[config.mk]
export PLATFORM = sky130hd
export DESIGN_NAME = dc_bu_line_write_ctrl
export DESIGN_NICKNAME = d
export VERILOG_FILES = /design/src/rtl/dc_bu_line_write_ctrl.sv
export SDC_FILE = /design/constraint.sdc
export NUM_CORES = 1
export LEC_CHECK = 0
export BUFFER_PORTS_ARGS = -buffer_cell sky130_fd_sc_hd__buf_2
export CAP_MARGIN = 20
export CORE_ASPECT_RATIO = 1.2
export CORE_UTILIZATION = 45
export DETAILED_ROUTE_END_ITERATION = 7
export GPL_TIMING_DRIVEN = 0
export PLACE_DENSITY = 0.7
export SLEW_MARGIN = 5
export SYNTH_ARGS = -nofsm -noshare
export SYNTH_HDL_FRONTEND = slang
export SYNTH_SLANG_ARGS = --single-unit
[constraint.sdc]
create_clock -name clk -period 2.6 [get_ports clk]
set_clock_uncertainty 0.05 [all_clocks]
set_input_delay 0.13 -clock clk [delete_from_list [all_inputs] [get_ports clk]]
set_output_delay 0.13 -clock clk [all_outputs]
set_load 0.02 [all_outputs]
[src/rtl/dc_bu_line_write_ctrl.sv]
// dc_bu_line_write_ctrl: writes incoming pixel lines into one-hot selected line buffers,
// signals line ends and decides per line (vertical DDA) whether the buffers rotate.
module dc_bu_line_write_ctrl #(
  parameter int BUFFER_NUM = 5,
  parameter int PIX_W      = 24,
  parameter int ADDR_W     = 11,
  parameter int LINE_W     = 1920,
  parameter int FRAC_W     = 8
) (
  input  logic                  clk,
  input  logic                  nrst,
  input  logic                  en,
  input  logic                  pix_valid,
  output logic                  pix_ready,
  input  logic [PIX_W-1:0]      pix_data,
  input  logic                  pix_sof,
  input  logic                  pix_eol,
  input  logic [FRAC_W:0]       v_step,
  input  logic [BUFFER_NUM-1:0] write_buff,
  output logic [BUFFER_NUM-1:0] wr_en,
  output logic [ADDR_W-1:0]     wr_addr,
  output logic [PIX_W-1:0]      wr_data,
  output logic                  next_line,
  output logic                  no_func_switch,
  output logic                  line_ovf
);
  localparam int CNT_W = $clog2(LINE_W + 1);
  localparam logic [FRAC_W:0] ONE = {1'b1, {FRAC_W{1'b0}}};
  typedef enum logic [1:0] {IDLE, ACTIVE, LINE_END} state_t;
  state_t                state_q, state_d;
  logic [CNT_W-1:0]      pix_cnt_q, pix_cnt_d;
  logic [FRAC_W-1:0]     acc_q, acc_d;
  logic [FRAC_W:0]       step_q, step_d, sum;
  logic                  ovf_q, ovf_d;
  logic [BUFFER_NUM-1:0] wr_en_q, wr_en_d;
  logic [ADDR_W-1:0]     wr_addr_q, wr_addr_d;
  logic [PIX_W-1:0]      wr_data_q, wr_data_d;
  logic                  accept, px_acc, room, do_wr, keep;
  assign pix_ready      = nrst & en & (state_q != LINE_END);
  assign accept         = pix_valid & pix_ready;
  assign px_acc         = accept & (pix_sof | (state_q == ACTIVE));
  assign room           = pix_cnt_q < CNT_W'(LINE_W);
  assign do_wr          = px_acc & (pix_sof | room);
  assign sum            = {1'b0, acc_q} + step_q;
  assign keep           = sum[FRAC_W];
  assign next_line      = en & (state_q == LINE_END);
  assign no_func_switch = next_line & ~keep;
  assign wr_en          = en ? wr_en_q : '0;
  assign wr_addr        = wr_addr_q;
  assign wr_data        = wr_data_q;
  assign line_ovf       = ovf_q;
  always_comb begin
    state_d   = state_q;
    pix_cnt_d = pix_cnt_q;
    acc_d     = acc_q;
    step_d    = step_q;
    ovf_d     = ovf_q;
    wr_en_d   = do_wr ? write_buff : '0;
    wr_addr_d = do_wr ? (pix_sof ? '0 : ADDR_W'(pix_cnt_q)) : wr_addr_q;
    wr_data_d = do_wr ? pix_data : wr_data_q;
    if (accept && pix_sof) begin
      state_d   = ACTIVE;
      pix_cnt_d = CNT_W'(1);
      acc_d     = '0;
      step_d    = (v_step > ONE) ? ONE : v_step;
      ovf_d     = 1'b0;
    end else if (px_acc) begin
      pix_cnt_d = room ? pix_cnt_q + CNT_W'(1) : pix_cnt_q;
      ovf_d     = ovf_q | ~room;
    end
    if (px_acc && pix_eol) begin
      state_d   = LINE_END;
      pix_cnt_d = '0;
    end
    // LINE_END never accepts pixels, so it cannot collide with the branches above
    if (state_q == LINE_END && en) begin
      state_d = ACTIVE;
      acc_d   = sum[FRAC_W-1:0];
    end
  end
  always_ff @(posedge clk or negedge nrst) begin
    if (!nrst) begin
      state_q   <= IDLE;
      pix_cnt_q <= '0;
      acc_q     <= '0;
      step_q    <= ONE;
      ovf_q     <= 1'b0;
      wr_en_q   <= '0;
      wr_addr_q <= '0;
      wr_data_q <= '0;
    end else if (en) begin
      state_q   <= state_d;
      pix_cnt_q <= pix_cnt_d;
      acc_q     <= acc_d;
      step_q    <= step_d;
      ovf_q     <= ovf_d;
      wr_en_q   <= wr_en_d;
      wr_addr_q <= wr_addr_d;
      wr_data_q <= wr_data_d;
    end
  end
endmodule

* Word-level counts from Yosys, hierarchy flattened
Index checks and enable logic that the tools add are counted.
** Storage, ports and cells
- Input port bits :: 44
- Logic and storage cells :: 56
- Register bits :: 71
** Operators by class
- Magnitude comparators :: 2
- Multiplexer cells :: 15
- Reductions and logical operators :: 14
- Bitwise logic cells :: 12
- Equal/unequal tests :: 3
- Add/sub/neg operators :: 2
** Operator list (number)
- $mux W11 :: 5
- $mux W8 :: 2
- $add A11 B1 Y11 const B :: 1
- $lt A11 B11 Y1 const B :: 1
- $mux W5 :: 2
- $reduce_and A2 Y1 :: 5
- $add A8 B9 Y9 :: 1
- $gt A9 B9 Y1 const B :: 1
- $mux W9 :: 1
- $reduce_bool A3 Y1 :: 3
- $and A1 B1 Y1 :: 7
- $mux W2 :: 3
- $reduce_bool A2 Y1 :: 2
- $logic_and A1 B1 Y1 :: 3
- $or A1 B1 Y1 :: 3
- $reduce_and A3 Y1 :: 1
- $eq A2 B1 Y1 const B :: 1
- $eq A2 B2 Y1 const B :: 1
- $mux W1 :: 2
- $ne A2 B2 Y1 const B :: 1
- $not A1 Y1 :: 2

* Logic depth before layout (Yosys ltp)
Gate-level depths: netlist (run 1).
- Depth after elaboration :: 7
- Gate-level depth with buffers :: 7

* Least setup slack after synthesis (run 1)
No wires, ideal clock.
- Path type :: reg2out
- Start point :: register acc_q[0]
- End point :: output no_func_switch
- Required time :: 2.420 ns
- Arrival :: 2.199 ns
- Buffers on the path :: 0
- Stages on the path, launching flop included :: 8
- Path slack :: 0.221 ns
- Cells stage by stage :: dfrtp_1 -> ha_1 -> fa_1 -> a21o_1 -> a21oi_1 -> o21ai_0 -> o31ai_1 -> mux2i_1
** On the way
- Longest elaborated chain between the ends :: 3
** RTL lines
- from (decl) :: RTL line 32 : logic [FRAC_W-1:0] acc_q, acc_d;
- from (signal assigned) :: RTL line 85 : acc_q <= '0;
- from (signal assigned) :: RTL line 94 : acc_q <= acc_d;
- $add A8 B9 Y9 :: RTL line 44 : assign sum = {1'b0, acc_q} + step_q;
- $not A1 Y1 :: RTL line 47 : assign no_func_switch = next_line & ~keep;
- $and A1 B1 Y1 :: RTL line 47
- to (decl) :: RTL line 24 : output logic no_func_switch,
Every way passes these cells.

* Final worst setup path (run 1)
- Start point :: register step_q[0]
- End point :: output no_func_switch
** On the way
- Longest elaborated chain between the ends :: 3
** RTL lines
- from (decl) :: RTL line 33 : logic [FRAC_W:0] step_q, step_d, sum;
- from (signal assigned) :: RTL line 95 : step_q <= step_d;
- $add A8 B9 Y9 :: RTL line 44
- $not A1 Y1 :: RTL line 47
- $and A1 B1 Y1 :: RTL line 47
Every way passes these cells.

==> impl_results.md, run 1 <==
* RSZ-0062 raised after global routing: yes
* Gr usage total at 0.2114
* FF-to-FF Start: step_q[0]$_DFFE_PN0P_
* Initial Utilization at 0.4746
* Die W at 80.32 um
* Max IR drop VDD at 0.5573 mV
* # diodes at 0
* DR pass1 iterations at 4
* Placement Rows at 33
* I/O Pins at 88
* First-pass GRT wire length at 12250 um
* Failing checks: negative setup slack
* PwrDens at 906.2 nW/um^2
* Clock network latency to the later pin of the worst-skew pair at 0.35 ns
* Number of antenna violations at the first check in global routing at 0
* Layout cells sized above 1 at 0.3415
* TNS Setup at -0.01913 ns
* CP Launch Point: step_q[0]$_DFFE_PN0P_
* #FFs+latches synth at 71
* Syn-to-layout area delta at 38.76%
* Remaining global-route overflow at 0
* Max Cap Violations at 0
* Final #Nets at 497
* Worst slew pin tran at 0.4727 ns
* Num Clock Sinks at 71
* Setup violators final at 1
* Design Power at 4165 uW
* Area contributors post-synth: dfrtp_1 53%, mux2_2 8.2%, nand2_1 4.5%
* Syn nets at 351
* Full die area at 7708 sq um
* Synth unique cells at 43
* EDFF count, synth at 0
* Die H at 95.98 um
* Syn_area_per_cell at 11.15 sq um
* Max-slew headroom at 0.6830
* Core area at 6978 sq um
* Dpl hpwl at 5047 um
* Root buf cell: clkbuf_8
* Routed via count at 2751
* DRC at 0
* Worst Hold Class: input pin to register
* CP arrival at 2.44 ns
* Primary FF master, synth: dfrtp_1
* Fmax at 0.3818 GHz
* Port bufs at 86
* Fin. max-slew vios at 0
* Worst path required time at 2.42 ns
* Reg2Reg Setup Slack at 0.16 ns
* Outcome: complete, but fails checks
* Post-route clock period utilization at 1.007
* Routed len/inst at 14.41 um
* Cells after Synth at 297
* Sequential-to-total area share from yosys stat at 0.5368
* Post-synth top area share at 0.5289
* Final ANT Viol Nets at 0
* Largest net degree at the start of global routing at 46
* # fillers at 544
* Total CTS buffers at 9
* Crit end category: output pin
* RePlAce Congestion at 0.8830
* Max FO, Critical Path at 3
* Number of H-tree levels at 3
* Yosys top cell by area: dfrtp_1
* Reg clk slew, reported paths at 0.08 ns
* Hold Fails Final Rpt at 0
* Vias in the first global route at 2741
* Synth Warn # at 0
* Startpoint Class: register
* Vias/cell at 5.142
* HP Start: pix_sof
* Leak pwr at 0.002260 uW
* Total wire length at 7711 um
* Min Tclk post-route at 2.619 ns
* CTS tree: yes
* Synth Cell Area at 3312 sq um
* Max Root-Sink Buffers at 2
* Critical path class: register to output pin
* Detailed Route Iter0 Violations at 78
* Fin worst setup slack at -0.01913 ns
* FFs w/ async S/R, synth at 1.000
-- area by class of cell --
class                   instances  area, sq um  share of cell area
plain buffers                  13        67.56             0.01470
inverters                       4        15.01            0.003267
repair buffers                135        913.4              0.1987
clock inverters                 7        120.1             0.02614
well taps                      87        108.9             0.02369
flip-flops and latches         71         1778              0.3869
clock buffers                   9        123.9             0.02695
multi-input cells             209         1469              0.3196
-- synthesized netlist by cell type, drive strengths merged (2+ instances only) --
master / number
o31ai: 3
clkbuf: 8
xor2: 3
or4: 3
ha: 9
o21ai: 24
and2: 6
and3: 7
nor2b: 4
o211ai: 4
dfrtp: 70
a22o: 11
inv: 4
a31o: 2
nand2: 40
buf: 5
nand2b: 12
a211oi: 2
a21o: 3
a31oi: 2
xnor2: 2
a21oi: 7
mux2: 24
nor2: 6
or2: 2
nand3b: 9
nand3: 12
-- critical path: stages, from the launching register on --
cell and delay, ns:
dfrtp_1 0.39, ha_2 0.21, fa_2 0.37, a21o_1 0.18, a21oi_2 0.18, o21ai_2 0.10
o31ai_2 0.23, mux2i_1 0.25, buf_4 0.17
-- per-layer routing --
layer | wire, um | vias up | GRT usage
met2 | 4016 | 79 | 0.3996
met5 | 0 | - | 0
met3 | 302 | 15 | 0.04929
met4 | 127 | 0 | 0.09077
met1 | 3265 | 1308 | 0.2222
li1 | - | 1349 | -
-- metrics by stage --
stage	hold WS (ns)	utilization	cell area [sq um]	cells	setup slack, ns
2_1_floorplan	-0.2156	-	3312	297	0.2213
3_5_place_dp	0.02257	0.5551	3874	471	0.04942
5_1_grt	0.1368	0.6586	4596	535	-0.1684
6_report	0.1157	0.6586	4596	535	-0.01913
4_1_cts	0.09519	0.6597	4603	536	-0.06903
3_3_place_gp	0.3015	0.5519	3851	470	-0.4348
-- registers in the layout, indices dropped and copies added, names as in the netlist --
signal	count
acc_q	8
line_ovf	1
pix_cnt_q	11
state_q	2
step_q	9
wr_addr	11
wr_data	24
wr_en_q	5
-- what timing repair did --
| item | 4_1_cts | 5_1_grt |
|---|---|---|
| hold endpoints to repair | 64 | 0 |
| pin swaps | 2 | 6 |
| setup endpoints to repair | 1 | 2 |
| resized for setup | 8 | 0 |
| hold buffers | 39 | 0 |
| buffers inserted | 10 | 2 |
-- power by group --
| group | leakage, uW | total [uW] | internal, uW | switching, uW |
|---|---|---|---|---|
| clock | 0.000120 | 1070 | 640 | 434 |
| combinational | 0.00123 | 1420 | 624 | 794 |
| sequential | 0.000906 | 1670 | 1460 | 213 |
-- cells in the final DEF (no fill, tap or decap), types with 2 or more instances in the layout --
| master | count |
|---|---|
| buf_2 | 87 |
| dfrtp_1 | 70 |
| nand2_1 | 40 |
| dlygate4sd3_1 | 39 |
| mux2_2 | 24 |
| o21ai_0 | 21 |
| nand2b_1 | 12 |
| nand3_1 | 12 |
| a22o_1 | 11 |
| buf_4 | 11 |
| nand3b_1 | 9 |
| clkbuf_8 | 9 |
| clkbuf_1 | 8 |
| ha_1 | 8 |
| and3_1 | 7 |
| and2_1 | 6 |
| a21oi_1 | 6 |
| nor2_1 | 6 |
| inv_1 | 4 |
| nor2b_1 | 4 |
| a21o_1 | 3 |
| o211ai_1 | 3 |
| xor2_1 | 3 |
| or4_1 | 3 |
| bufinv_16 | 3 |
| or2_2 | 2 |
| buf_6 | 2 |
| o31ai_1 | 2 |
| a31oi_1 | 2 |
| a31o_2 | 2 |
| a211oi_1 | 2 |
| o21ai_1 | 2 |
| xnor2_1 | 2 |
-- path summary, 6_finish.rpt --
| path | end | depth (start not counted) |
|---|---|---|
| hold / removal | wr_addr[0]$_DFFE_PN0P_ | 3 |
| max in group asynchronous | wr_en_q[2]$_DFFE_PN0P_ | 3 |
| setup reg to reg | acc_q[4]$_DFFE_PN0P_ | 13 |
| min in group asynchronous | pix_cnt_q[3]$_DFFE_PN0P_ | 2 |
| hold reg to reg | step_q[6]$_DFFE_PN0P_ | 2 |
| setup / recovery | no_func_switch | 8 |
-- cell families after synthesis --
family	count (synthesis)	synth area share
AND/OR/NAND/NOR	102	0.1579
AO/OA/AOI/OAI	66	0.1394
flip-flops	71	0.5368
adder cells (fa/ha/maj)	11	0.04307
XOR/XNOR	5	0.01322
multiplexers	25	0.08462
buffers and inverters	17	0.02493
(Power assumes the default switching activity.)
==> inputs of run 2 (changes only) <==
CORE_UTILIZATION = 50   (was 45)
PLACE_DENSITY = 0.76   (was 0.7)
==> run 2 against run 1 <==
  * The run now ends clean
  * First-iteration DRC count rose by 24%
  * Via count rose by 1.5%
  * Non-clock buffer count fell by 4
  * Global-route usage rose by 2.6 points
  * Power fell by 2.7%
  * Cell area fell by 0.90%
  * Clock-buffer cell count rose by 2
  * Combinational power barely moved
  * Final cell count fell by 1.1%
  * Die area fell by 9.8%
  * Worst hold slack got worse by 0.0035 ns
  * Highest routed layer unchanged
==> impl_results.md, run 2 (synthesis results as in run 1) <==
* Num Clock Sinks at 71 (unchanged)
* Port bufs at 86 (unchanged)
* Post-route clock period utilization at 0.9863 (-0.02104)
* Net Sw Power at 1411 uW (-2.0%)
* CP arrival at 2.38 ns (-0.06 ns)
* Clock network power share at 0.242 (-0.016)
* Final core occ at 0.7109 (+0.05234)
* Final Cell Area at 4554 sq um (-0.90%)
* Final #Nets at 493 (-0.80%)
* RePlAce Congestion at 0.8905 (+0.85%)
* Critical path class: register to output pin
* Total CTS buffers at 9 (unchanged)
* Crit end category: output pin
* First-pass GRT wire length at 12880 um (+5.2%)
* Commonest non-fill, non-tap cell in the layout: buf_2
* Internal power at 2641 uW (-3.1%)
* Initial Utilization at 0.5170 (+0.04236)
* DR pass1 iterations at 4 (unchanged)
* Max FO, Critical Path at 2 (-1)
* Min Tclk post-route at 2.564 ns (-0.05470 ns)
* Fmax at 0.3900 GHz (+2.1%)
* Placement Rows at 32 (-3.0%)
* CTS tree: yes
* Net Sw Frac at 0.3482 (+0.002473)
* Outcome: completed
* Worst path required time at 2.42 ns (about the same)
* Reg clk slew, reported paths at 0.08 ns (about the same)
* Routed via count at 2791 (+1.5%)
* Layout cells sized above 1 at 0.3333 (-0.008185)
* Leak pwr at 0.002240 uW (-0.91%)
* Worst Hold Class: input pin to register
* Syn-to-layout area delta at 37.51%
* Total wire length at 7648 um (-0.82%)
* Full die area at 6955 sq um (-9.8%)
* Remaining global-route overflow at 0 (unchanged)
* # diodes at 0 (unchanged)
* Hold Fails Final Rpt at 0 (unchanged)
* Largest register FFs at 24 (unchanged)
* Vias in the first global route at 2884 (+5.2%)
* Combinational share of power at 0.344 (+0.004)
* Die W at 76.30 um (-5.0%)
* Max Cap Violations at 0 (unchanged)
* Dpl hpwl at 5048 um (about the same)
* Final ANT Viol Nets at 0 (unchanged)
* Startpoint Class: register
* Die H at 91.16 um (-5.0%)
* Vias/cell at 5.276 (+2.6%)
* Gr usage total at 0.2372 (+0.02574)
* I/O Pins at 88 (unchanged)
* Dpl cell area at 3871 sq um (about the same)
* Number of H-tree levels at 3 (unchanged)
* Sequential Power Share at 0.414 (+0.012)
* Highest-count cells in the layout ignoring fill and taps: 87 x buf_2, 70 x dfrtp_1, 40 x nand2_1, 39 x dlygate4sd3_1, 24 x mux2_2
* DRC at 0 (unchanged)
* Detailed Route Iter0 Violations at 97 (+24%)
* Max-slew headroom at 0.6724 (-0.01054)
* RSZ-0062 raised after global routing: yes
* Setup violators final at 0 (-1)
* Largest net degree at the start of global routing at 40 (-13%)
* PwrDens at 889.7 nW/um^2 (-1.8%)
* Root buf cell: clkbuf_8
* Max IR drop VDD at 0.5311 mV (-4.7%)
* Number of antenna violations at the first check in global routing at 0 (unchanged)
* Fin. max-slew vios at 0 (unchanged)
* Worst slew pin tran at 0.4913 ns (+0.01867 ns)
* Max Root-Sink Buffers at 2 (unchanged)
* Core area at 6406 sq um (-8.2%)
* Routed len/inst at 14.46 um (+0.31%)
* Clock network latency to the later pin of the worst-skew pair at 0.34 ns (about the same)
[run 2: cell types whose count changed in the layout (fill, tap and decap cells not counted), sizes merged]
cell / before / now
buf: 101 / 97
bufinv: 3 / 2
clkbuf: 17 / 19
inv: 5 / 4
[run 2: through the flow]
stage | total power, uW | setup TNS (ns) | setup slack, ns | hold WS [ns] | cells
2_1_floorplan | 2551 | 0 | 0.2213 | -0.2156 | 297
3_3_place_gp | 2927 | -13.01 | -0.4499 | 0.2974 | 468
3_5_place_dp | 2998 | 0 | 0.09720 | 0.06384 | 469
4_1_cts | 4050 | -0.03741 | -0.03741 | 0.1036 | 528
5_1_grt | 4289 | -0.09040 | -0.09040 | 0.1221 | 529
6_report | 4052 | 0 | 0.03557 | 0.1122 | 529
[run 2: layout make-up]
class	count	area (sq um)
buffer	13	67.56
clock buffer	11	141.4
clock inverter	5	81.33
sequential	71	1778
fill	492	1852
inverter	4	15.01
timing repair buffer	131	895.9
multi-input combinational	209	1469
tap	85	106.4
[run 2: power groups by stage]
| stage | Clock, uW | Combinational [uW] | Sequential [uW] |
|---|---|---|---|
| floorplan | 0 | 618 | 1930 |
| global placement | 0 | 1270 | 1660 |
| global route | 1050 | 1520 | 1720 |
| detailed placement | 0 | 1310 | 1690 |
| CTS | 995 | 1390 | 1670 |
| finish | 982 | 1390 | 1680 |
[run 2: repair_timing]
action,4_1_cts,5_1_grt
gates cloned,0,0
setup buffers,3,1
pin swaps,5,5
hold buffers,40,0
endpoints found under the hold margin,72,0
setup endpoints to repair,1,1
gates resized for setup,7,0
[run 2: worst paths after layout]
path                                           from                        to  slack (ns)  cells after the start
min reg2reg                   step_q[2]$_DFFE_PN0P_     step_q[2]$_DFFE_PN0P_        0.43                      2
min in group asynchronous                      nrst  pix_cnt_q[3]$_DFFE_PN0P_        0.25                      3
min                                         pix_sof    wr_addr[0]$_DFFE_PN0P_        0.11                      3
max                            acc_q[0]$_DFFE_PN0P_            no_func_switch        0.04                      8
max reg2reg                pix_cnt_q[7]$_DFFE_PN0P_   wr_data[13]$_DFFE_PN0P_        0.40                      5
max in group asynchronous                      nrst     step_q[8]$_DFFE_PN1P_        1.98                      3
[run 2: critical path, stage by stage (launching register included)]
cell and delay, ns:
dfrtp_1 0.39, ha_2 0.20, fa_2 0.36, a21o_1 0.18
a21oi_2 0.17, o21ai_2 0.10, o31ai_2 0.22, mux2i_1 0.25
buf_4 0.17
[run 2: layer usage]
layer	vias to the layer above	part of all wire	GRT usage
met4	0	0.017	0.1186
met5	-	0	0
met3	12	0.034	0.04322
met1	1362	0.41	0.2577
met2	71	0.54	0.4377
li1	1346	-	-
==> inputs of run 3 (changes only) <==
RECOVER_POWER = 100   (was default)
==> run 3 against run 2 <==
  * The run now ends with max-capacitance violations, max-slew violations left
  * Die area stayed put
  * Global-route usage did not move
  * Sequential share of layout area rose by 0.75 points
  * Power decreased by 1.4%
  * Final cell count unchanged
  * Clock-buffer cell count did not move
  * Worst hold slack got worse by 0.016 ns
  * Highest routed layer unchanged
==> impl_results.md, run 3 (synthesis results as in run 1) <==
* Commonest non-fill, non-tap cell in the layout: dfrtp_1
* Dpl hpwl at 5048 um (unchanged)
* Die H at 91.16 um (unchanged)
* Startpoint Class: register
* Max Cap Violations at 1 (+1)
* # diodes at 0 (unchanged)
* Routed len/inst at 14.61 um (+1.1%)
* Final ANT Viol Nets at 0 (unchanged)
* Core area at 6406 sq um (unchanged)
* Port bufs at 86 (unchanged)
* Vias/cell at 5.289 (+0.25%)
* Largest net degree at the start of global routing at 40 (unchanged)
* Max-slew headroom at -0.1372 (-0.8097)
* Worst Hold Class: input pin to register
* Final core occ at 0.6975 (-0.01348)
* Total wire length at 7729 um (+1.1%)
* Worst slew pin tran at 1.706 ns (+1.215 ns)
* Final #Nets at 493 (unchanged)
* Remaining global-route overflow at 0 (unchanged)
* Layout cells sized above 1 at 0.2275 (-0.1059)
* RePlAce Congestion at 0.8905 (unchanged)
* Placement Rows at 32 (unchanged)
* Highest-count cells in the layout ignoring fill and taps: 70 x dfrtp_1, 55 x clkbuf_1, 43 x buf_2, 40 x nand2_1, 39 x dlygate4sd3_1
* Total CTS buffers at 9 (unchanged)
* Fin. max-slew vios at 35 (+35)
* Dpl cell area at 3871 sq um (unchanged)
* Min Tclk post-route at 2.566 ns (+0.001469 ns)
* First-pass GRT wire length at 12880 um (unchanged)
* Clock network latency to the later pin of the worst-skew pair at 0.35 ns (about the same)
* CP arrival at 2.39 ns (about the same)
* Design Power at 3995 uW (-1.4%)
* Reg clk slew, reported paths at 0.08 ns (about the same)
* CTS tree: yes
* Full die area at 6955 sq um (unchanged)
* Final Cell Area at 4468 sq um (-1.9%)
* Vias in the first global route at 2884 (unchanged)
* I/O Pins at 88 (unchanged)
* Num Clock Sinks at 71 (unchanged)
* Number of antenna violations at the first check in global routing at 0 (unchanged)
* Syn-to-layout area delta at 34.91%
* Number of H-tree levels at 3 (unchanged)
* Crit end category: output pin
* Routed via count at 2798 (+0.25%)
* Fmax at 0.3897 GHz (about the same)
* Largest register FFs at 24 (unchanged)
* Max Root-Sink Buffers at 2 (unchanged)
* Gr usage total at 0.2372 (unchanged)
* DR pass1 iterations at 4 (unchanged)
* Leak pwr at 0.002075 uW (-7.4%)
* Outcome: complete, but fails checks
* Hold Fails Final Rpt at 0 (unchanged)
* Setup violators final at 0 (unchanged)
* Root buf cell: clkbuf_8
* Worst path required time at 2.42 ns (about the same)
* Initial Utilization at 0.5170 (unchanged)
* Failing checks: max-capacitance violations, max-slew violations
* Critical path class: register to output pin
* Max FO, Critical Path at 2 (unchanged)
* DRC at 0 (unchanged)
* Max IR drop VDD at 0.5352 mV (+0.76%)
* Detailed Route Iter0 Violations at 92 (-5.2%)
* Post-route clock period utilization at 0.9869 (about the same)
* RSZ-0062 raised after global routing: yes
* Die W at 76.30 um (unchanged)
* PwrDens at 894.0 nW/um^2 (+0.49%)
## run 3: cell count changes in the layout (fill, tap and decap cells not counted)
cell,change
o211ai_2,-1
clkbuf_2,+1
buf_6,-1
buf_12,-1
clkbuf_1,+46
o211ai_1,+1
buf_2,-44
buf_4,-1
## run 3: area by class of cell
| cell class | instances | area [sq um] |
|---|---|---|
| Clock buffer | 11 | 141.4 |
| Inverter | 4 | 15.01 |
| Sequential cell | 71 | 1778 |
| Clock inverter | 5 | 81.33 |
| Buffer | 13 | 60.06 |
| Fill cell | 530 | 1938 |
| Timing Repair Buffer | 131 | 822.0 |
| Multi-Input combinational cell | 209 | 1464 |
| Tap cell | 85 | 106.4 |
## run 3: repair_timing
item | CTS | global route
hold buffers | 40 | 0
resized for setup | 7 | 0
endpoints found under the hold margin | 72 | 0
setup buffers | 3 | 1
pin swaps | 5 | 5
setup endpoints to repair | 1 | 1
## run 3: path summary, 6_finish.rpt
check                                         startpoint                      end  slack (ns)  cells past startpoint
worst max-delay path                acc_q[0]$_DFFE_PN0P_           no_func_switch        0.03                      8
worst min-delay path                             pix_sof   wr_addr[0]$_DFFE_PN0P_         0.1                      3
worst max register to register  pix_cnt_q[7]$_DFFE_PN0P_  wr_data[13]$_DFFE_PN0P_        0.13                      5
worst min register to register     step_q[2]$_DFFE_PN0P_    step_q[2]$_DFFE_PN0P_        0.43                      2
max in group asynchronous                           nrst   wr_data[2]$_DFFE_PN0P_        0.54                      3
min in group asynchronous                           nrst   state_q[0]$_DFFE_PN0P_        0.37                      3
## run 3: where the power goes
part	total, uW	internal, uW	switching (uW)
logic	1330	544	782
clock network	985	567	418
registers	1680	1460	222
## run 3: critical path, cell delays in order, from the launching register on
cell and delay (ns):
dfrtp_1 0.39, ha_2 0.20, fa_2 0.36, a21o_1 0.18, a21oi_2 0.17, o21ai_2 0.10, o31ai_2 0.22, mux2i_1 0.25
buf_4 0.17
## run 3: per-stage QoR
| step | TNS [ns] | hold slack (ns) | setup WS (ns) | std cells |
|---|---|---|---|---|
| after detailed placement | 0 | 0.06384 | 0.09720 | 469 |
| final | 0 | 0.09654 | 0.03410 | 529 |
| after global placement | -13.01 | 0.2974 | -0.4499 | 468 |
| after global routing | -0.1715 | 0.1221 | -0.09040 | 529 |
| after floorplan | 0 | -0.2156 | 0.2213 | 297 |
| after CTS | -0.03741 | 0.1036 | -0.03741 | 528 |
## run 3: per-layer routing
| metal | GRT usage | vias up | part of all wire |
|---|---|---|---|
| met4 | 0.1186 | 0 | 0.017 |
| met3 | 0.04322 | 13 | 0.036 |
| met2 | 0.4377 | 67 | 0.53 |
| li1 | - | 1348 | - |
| met5 | 0 | - | 0 |
| met1 | 0.2577 | 1370 | 0.42 |
